### src/rtl/temp_bcd_conv_if.sv
// Handshake bundle between the SPI receive path and the temperature-to-BCD converter.
// The master drives raw samples and the converter (slave) returns digits and flags.
interface temp_bcd_conv_if #(
    parameter int DATA_W = 16
);
    logic [DATA_W-1:0] raw_data;
    logic              raw_valid;
    logic              busy;
    logic [15:0]       bcd_values;
    logic              neg;
    logic              ovf;
    logic              bcd_valid;

    modport master (
        output raw_data, raw_valid,
        input  busy, bcd_values, neg, ovf, bcd_valid
    );

    modport slave (
        input  raw_data, raw_valid,
        output busy, bcd_values, neg, ovf, bcd_valid
    );
endinterface

### src/rtl/temp_bcd_conv.sv
// Sequential double-dabble conversion of a signed fixed-point temperature into
// hundreds/tens/units/tenths BCD digits with sign and overflow flags.
module temp_bcd_conv #(
    parameter int DATA_W    = 16,
    parameter int FRAC_BITS = 4
) (
    input  logic                  clk,
    input  logic                  rst_n,
    temp_bcd_conv_if.slave        bus
);
    localparam int INT_W = DATA_W - FRAC_BITS;
    localparam int CNT_W = $clog2(INT_W + 1);

    typedef enum logic [1:0] {
        IDLE  = 2'd0,
        LOAD  = 2'd1,
        SHIFT = 2'd2,
        DONE  = 2'd3
    } state_e;

    state_e              state_q;
    logic [DATA_W-1:0]   raw_q;
    logic [INT_W-1:0]    bin_q;
    logic [11:0]         bcd_q;
    logic [CNT_W-1:0]    cnt_q;
    logic [3:0]          tenths_q;
    logic                ovf_nx_q;
    logic                busy_q;
    logic [15:0]         bcd_values_q;
    logic                neg_q;
    logic                ovf_q;
    logic                bcd_valid_q;

    logic [DATA_W-1:0]      mag_s;
    logic [INT_W-1:0]       int_s;
    logic [FRAC_BITS+3:0]   prod_s;
    logic [3:0]             tenths_s;
    logic                   ovf_s;
    logic [11:0]            adj_s;
    logic [11:0]            bcd_d;
    logic [INT_W-1:0]       bin_d;

    function automatic logic [3:0] add3(input logic [3:0] digit);
        return (digit >= 4'd5) ? (digit + 4'd3) : digit;
    endfunction

    // Magnitude/fraction split of the captured word and one double-dabble step.
    always_comb begin
        mag_s    = {DATA_W{1'b0}};
        if (raw_q[DATA_W-1]) begin
            mag_s = ~raw_q + DATA_W'(1);
        end else begin
            mag_s = raw_q;
        end
        int_s    = mag_s[DATA_W-1:FRAC_BITS];
        // Truncating multiply keeps tenths in 0..9 so it never carries into units.
        prod_s   = {4'd0, mag_s[FRAC_BITS-1:0]} * (FRAC_BITS + 4)'(10);
        tenths_s = prod_s[FRAC_BITS+3:FRAC_BITS];
        ovf_s    = (int_s > INT_W'(999));
        adj_s    = {add3(bcd_q[11:8]), add3(bcd_q[7:4]), add3(bcd_q[3:0])};
        bcd_d    = {adj_s[10:0], bin_q[INT_W-1]};
        bin_d    = {bin_q[INT_W-2:0], 1'b0};
    end

    // Conversion FSM with all outputs registered.
    always_ff @(posedge clk or negedge rst_n) begin
        if (!rst_n) begin
            state_q      <= IDLE;
            raw_q        <= {DATA_W{1'b0}};
            bin_q        <= {INT_W{1'b0}};
            bcd_q        <= 12'h000;
            cnt_q        <= {CNT_W{1'b0}};
            tenths_q     <= 4'd0;
            ovf_nx_q     <= 1'b0;
            busy_q       <= 1'b0;
            bcd_values_q <= 16'h0000;
            neg_q        <= 1'b0;
            ovf_q        <= 1'b0;
            bcd_valid_q  <= 1'b0;
        end else begin
            bcd_valid_q <= 1'b0;
            case (state_q)
                IDLE: begin
                    // The bcd_valid cycle still belongs to the finished conversion.
                    if (bus.raw_valid && !bcd_valid_q) begin
                        raw_q   <= bus.raw_data;
                        busy_q  <= 1'b1;
                        state_q <= LOAD;
                    end else begin
                        state_q <= IDLE;
                    end
                end
                LOAD: begin
                    bin_q    <= int_s;
                    bcd_q    <= 12'h000;
                    tenths_q <= tenths_s;
                    ovf_nx_q <= ovf_s;
                    cnt_q    <= CNT_W'(INT_W);
                    state_q  <= SHIFT;
                end
                SHIFT: begin
                    bcd_q <= bcd_d;
                    bin_q <= bin_d;
                    cnt_q <= cnt_q - CNT_W'(1);
                    if (cnt_q == CNT_W'(1)) begin
                        state_q <= DONE;
                    end else begin
                        state_q <= SHIFT;
                    end
                end
                DONE: begin
                    bcd_values_q <= ovf_nx_q ? 16'h9999 : {bcd_q, tenths_q};
                    neg_q        <= raw_q[DATA_W-1];
                    ovf_q        <= ovf_nx_q;
                    bcd_valid_q  <= 1'b1;
                    busy_q       <= 1'b0;
                    state_q      <= IDLE;
                end
                default: begin
                    busy_q  <= 1'b0;
                    state_q <= IDLE;
                end
            endcase
        end
    end

    assign bus.busy       = busy_q;
    assign bus.bcd_values = bcd_values_q;
    assign bus.neg        = neg_q;
    assign bus.ovf        = ovf_q;
    assign bus.bcd_valid  = bcd_valid_q;
endmodule

### src/flat_wrapper.sv
// flat-port wrapper written by rule: the top's interface ports become plain ports
module temp_bcd_conv_flat 
#(
    parameter int DATA_W    = 16,
    parameter int FRAC_BITS = 4
)
  (clk, rst_n, bus_raw_data, bus_raw_valid, bus_busy, bus_bcd_values, bus_neg, bus_ovf, bus_bcd_valid);
  temp_bcd_conv_if #(.DATA_W(DATA_W)) bus_i ();
  input  logic clk;
  input  logic rst_n;
  input wire logic [$bits(bus_i.raw_data)-1:0] bus_raw_data;
  input wire logic [$bits(bus_i.raw_valid)-1:0] bus_raw_valid;
  output wire logic [$bits(bus_i.busy)-1:0] bus_busy;
  output wire logic [$bits(bus_i.bcd_values)-1:0] bus_bcd_values;
  output wire logic [$bits(bus_i.neg)-1:0] bus_neg;
  output wire logic [$bits(bus_i.ovf)-1:0] bus_ovf;
  output wire logic [$bits(bus_i.bcd_valid)-1:0] bus_bcd_valid;
  assign bus_i.raw_data = bus_raw_data;
  assign bus_i.raw_valid = bus_raw_valid;
  assign bus_busy = bus_i.busy;
  assign bus_bcd_values = bus_i.bcd_values;
  assign bus_neg = bus_i.neg;
  assign bus_ovf = bus_i.ovf;
  assign bus_bcd_valid = bus_i.bcd_valid;
  temp_bcd_conv #(.DATA_W(DATA_W), .FRAC_BITS(FRAC_BITS)) u_core (.clk(clk), .rst_n(rst_n), .bus(bus_i));
endmodule
### config.mk
export PLATFORM = sky130hd
export DESIGN_NAME = temp_bcd_conv_flat
export DESIGN_NICKNAME = d
export VERILOG_FILES = /design/src/rtl/temp_bcd_conv_if.sv /design/src/rtl/temp_bcd_conv.sv /design/src/flat_wrapper.sv
export SDC_FILE = /design/constraint.sdc
export NUM_CORES = 1
export LEC_CHECK = 0
export CORE_ASPECT_RATIO = 0.5
export CORE_MARGIN = 2
export CORE_UTILIZATION = 45
export DETAILED_ROUTE_END_ITERATION = 16
export PLACE_DENSITY = 0.71
export SKIP_LAST_GASP = 1
export SYNTH_ARGS = -nofsm -noshare
export SYNTH_HDL_FRONTEND = slang
export SYNTH_SLANG_ARGS = --single-unit
### constraint.sdc
create_clock -name clk -period 3.6 [get_ports clk]
set_input_delay 0.72 -clock clk [delete_from_list [all_inputs] [get_ports clk]]
set_output_delay 0.72 -clock clk [all_outputs]
set_load 0.03 [all_outputs]
==> results.json <==
{
  "syn_area_um2": 3660,
  "synth_enable_flop_cells": 0,
  "first_pass_iters": 4,
  "hpwl_um": 5240,
  "post_cts_resize_count": 0,
  "syn_inst": 357,
  "regArea_um2": 1780,
  "powerDensity_nw_per_um2": 963,
  "p_leak_uw": 0.00190,
  "initial_utilization": 0.461,
  "num_vias": 2662,
  "clk_pin_slew_worst_paths_ns": 0.05,
  "yosysSeqAreaShare": 0.486,
  "first_iter_violations": 101,
  "p_comb_frac": 0.453,
  "p_sw_uw": 1680,
  "grt_antenna_before_repair": 0,
  "die_w_um": 132,
  "period_minus_slack_ns": 2.59,
  "finClkSkew_ns": 0.00649,
  "grt_pass1_wl_um": 12100,
  "outcome": "completed",
  "post_cts_buffers": 0,
  "core-area_um2": 7940,
  "clock_latency_ns": 0.33,
  "fillers": 711,
  "dp_slack_ns": 1.03,
  "worst_slack_ns": 1.01,
  "gp_congestion": 0.853,
  "fin_tns_setup_ns": 0,
  "power.internal_uw": 2570,
  "cts_buffer_depth": 2,
  "holdWs_ns": 0.407,
  "ioPinCount": 39,
  "viasPerCell": 5.29,
  "syn_avg_cell_area_um2": 10.2,
  "ys_types": 42,
  "finalSetupViolCount": 0,
  "dieHeight_um": 67.8,
  "vdd_drop_max_mv": 0.369,
  "grt_max_degree": 30,
  "maxCapViolCount": 0,
  "final_common_cell": "dfrtp_1",
  "ys.warnings.count": 0,
  "drt-total-wl_um": 7340,
  "drive_gt1_frac": 0.148,
  "n_antenna_cell": 0,
  "cp-start-kind": "flop",
  "switching_share": 0.395,
  "port_buffers": 38,
  "track_usage": 0.176,
  "syn-num-nets": 394,
  "cp.required_ns": 3.80,
  "seqPwrFrac": 0.336,
  "fin_area_um2": 4420,
  "cts_sinks": 71,
  "ys_ff_latch": 71,
  "syn2layout_area_growth_pct": 20.7,
  "grt.overflow.total": 0,
  "async_flop_share": 1.00,
  "rsz0062_at_grt": "false",
  "cts_inserted_buffers": 9,
  "dieArea_um2": 8910,
  "multi_input_area_um2": 1680,
  "routedWlPerCell_um": 14.6,
  "cts_root_buf": "clkbuf_16",
  "hold_buffers": 0,
  "layout.nets": 425,
  "worst-path-max-fanout": 22,
  "finalCritPeriodShare": 0.721,
  "post-route-drc-count": 0,
  "max_freq_mhz": 385,
  "cp-end-kind": "flop",
  "cp_data_arrival_time_ns": 2.79,
  "synthFlopType": "dfrtp_1",
  "relSlewSlack": 0.476,
  "grt_pass1_vias": 2485,
  "drtAntennaViolNets": 0,
  "drv_slew": 0,
  "crit_type": "reg2reg",
  "htreeDepth": 3,
  "row_count": 23,
  "cts_tree": "yes",
  "hold_viol_final": 0,
  "hold_path.class": "in2async",
  "dpl_cell_area_um2": 4120,
  "tightest_slew_ns": 0.786,
  "final_cell_mix": "71 x dfrtp_1, 37 x clkdlybuf4s50_1, 29 x inv_1",
  "clkPwrFrac": 0.212
}
## state kept, by name, indices dropped and copies added, names as in the netlist, 2 cells and up
signal	count
u_core.state_q	2
u_core.tenths_q	4
u_core.bcd_q	12
u_core.bus.bcd_values	16
u_core.bin_q	12
u_core.raw_q	16
u_core.cnt_q	4
## worst paths after layout
check / slack, ns / startpoint / endpoint / cells after the start
min in group clk: 0.51 / u_core.bin_q[1] / u_core.bin_q[1] / 1
setup / recovery: 1.01 / u_core.raw_q[15] / u_core.tenths_q[2] / 9
setup reg to reg: 1.01 / u_core.raw_q[15] / u_core.tenths_q[2] / 9
max in group asynchronous: 2.38 / rst_n / u_core.bus.bcd_values[10] / 2
hold reg to reg: 0.51 / u_core.bin_q[1] / u_core.bin_q[1] / 1
hold / removal: 0.41 / rst_n / u_core.bin_q[4] / 1
## power by group through the flow
stage | clock [uW] | sequential [uW] | combinational [uW]
after floorplan | 0 | 1470 | 1360
after global placement | 0 | 1410 | 1870
after detailed placement | 0 | 1430 | 1930
after CTS | 928 | 1420 | 1940
after global routing | 957 | 1470 | 2160
final | 900 | 1430 | 1930
## cell usage after synthesis, drive strengths merged (3+ instances only)
| cell | n | area, um^2 |
|---|---|---|
| nor2b | 11 | 68.8 |
| nand2b | 3 | 18.8 |
| xnor2 | 8 | 70.1 |
| a31o | 8 | 70.1 |
| clkbuf | 16 | 61.3 |
| a31oi | 7 | 43.8 |
| dfrtp | 71 | 1780 |
| nor2 | 28 | 105 |
| or4 | 5 | 37.5 |
| xor2 | 11 | 96.3 |
| o21ai | 21 | 105 |
| o22ai | 11 | 68.8 |
| ha | 17 | 213 |
| a21oi | 16 | 80.1 |
| inv | 29 | 109 |
| buf | 6 | 27.5 |
| nor3 | 3 | 15.0 |
| nand2 | 22 | 82.6 |
| mux2 | 26 | 293 |
| o41ai | 6 | 60.1 |
| o31ai | 4 | 30.0 |
| nand3 | 5 | 25.0 |
## cells by family (layout without fill, tap and decap cells)
family                     count (synthesis)  count (layout)  share of synthesized area
DFF                                       71              71                      0.486
adders and majority gates                 18              18                     0.0636
AOI/OAI and AO/OA                         82              82                      0.146
and+or+nand+nor                           88              88                      0.120
buffers and inverters                     51              85                     0.0540
xor gates and xnor gates                  19              19                     0.0455
muxes                                     28              28                     0.0855
## stage by stage
stage	total power, uW	std cells	utilization
finish	4250	503	0.556
global route	4590	503	0.556
CTS	4290	503	0.556
detailed placement	3370	489	0.518
global placement	3280	489	0.518
floorplan	2830	357	-
## area by class of cell
cell class / instances / area share
repair buffers: 42 / 0.0918
well taps: 112 / 0.0317
multi-input cells: 235 / 0.381
flip-flops and latches: 71 / 0.402
clock buffers: 9 / 0.0510
inverters: 29 / 0.0247
clock inverters: 5 / 0.0170
## layer usage
layer,track usage,wire length [um],vias up
met5,0,0,-
met4,0.0774,57,0
met3,0.0608,324,4
met2,0.285,3480,66
met1,0.220,3480,1288
li1,-,-,1304
## critical path: stages (launching register included)
cell     delay (ns)
dfrtp_1        0.74
o21ai_0        0.23
xor2_1         0.29
inv_1          0.08
ha_1           0.28
ha_1           0.18
inv_1          0.06
fa_1           0.37
xnor2_1        0.16
a21oi_1        0.08
No activity file was read; power rests on OpenSTA's default activity.
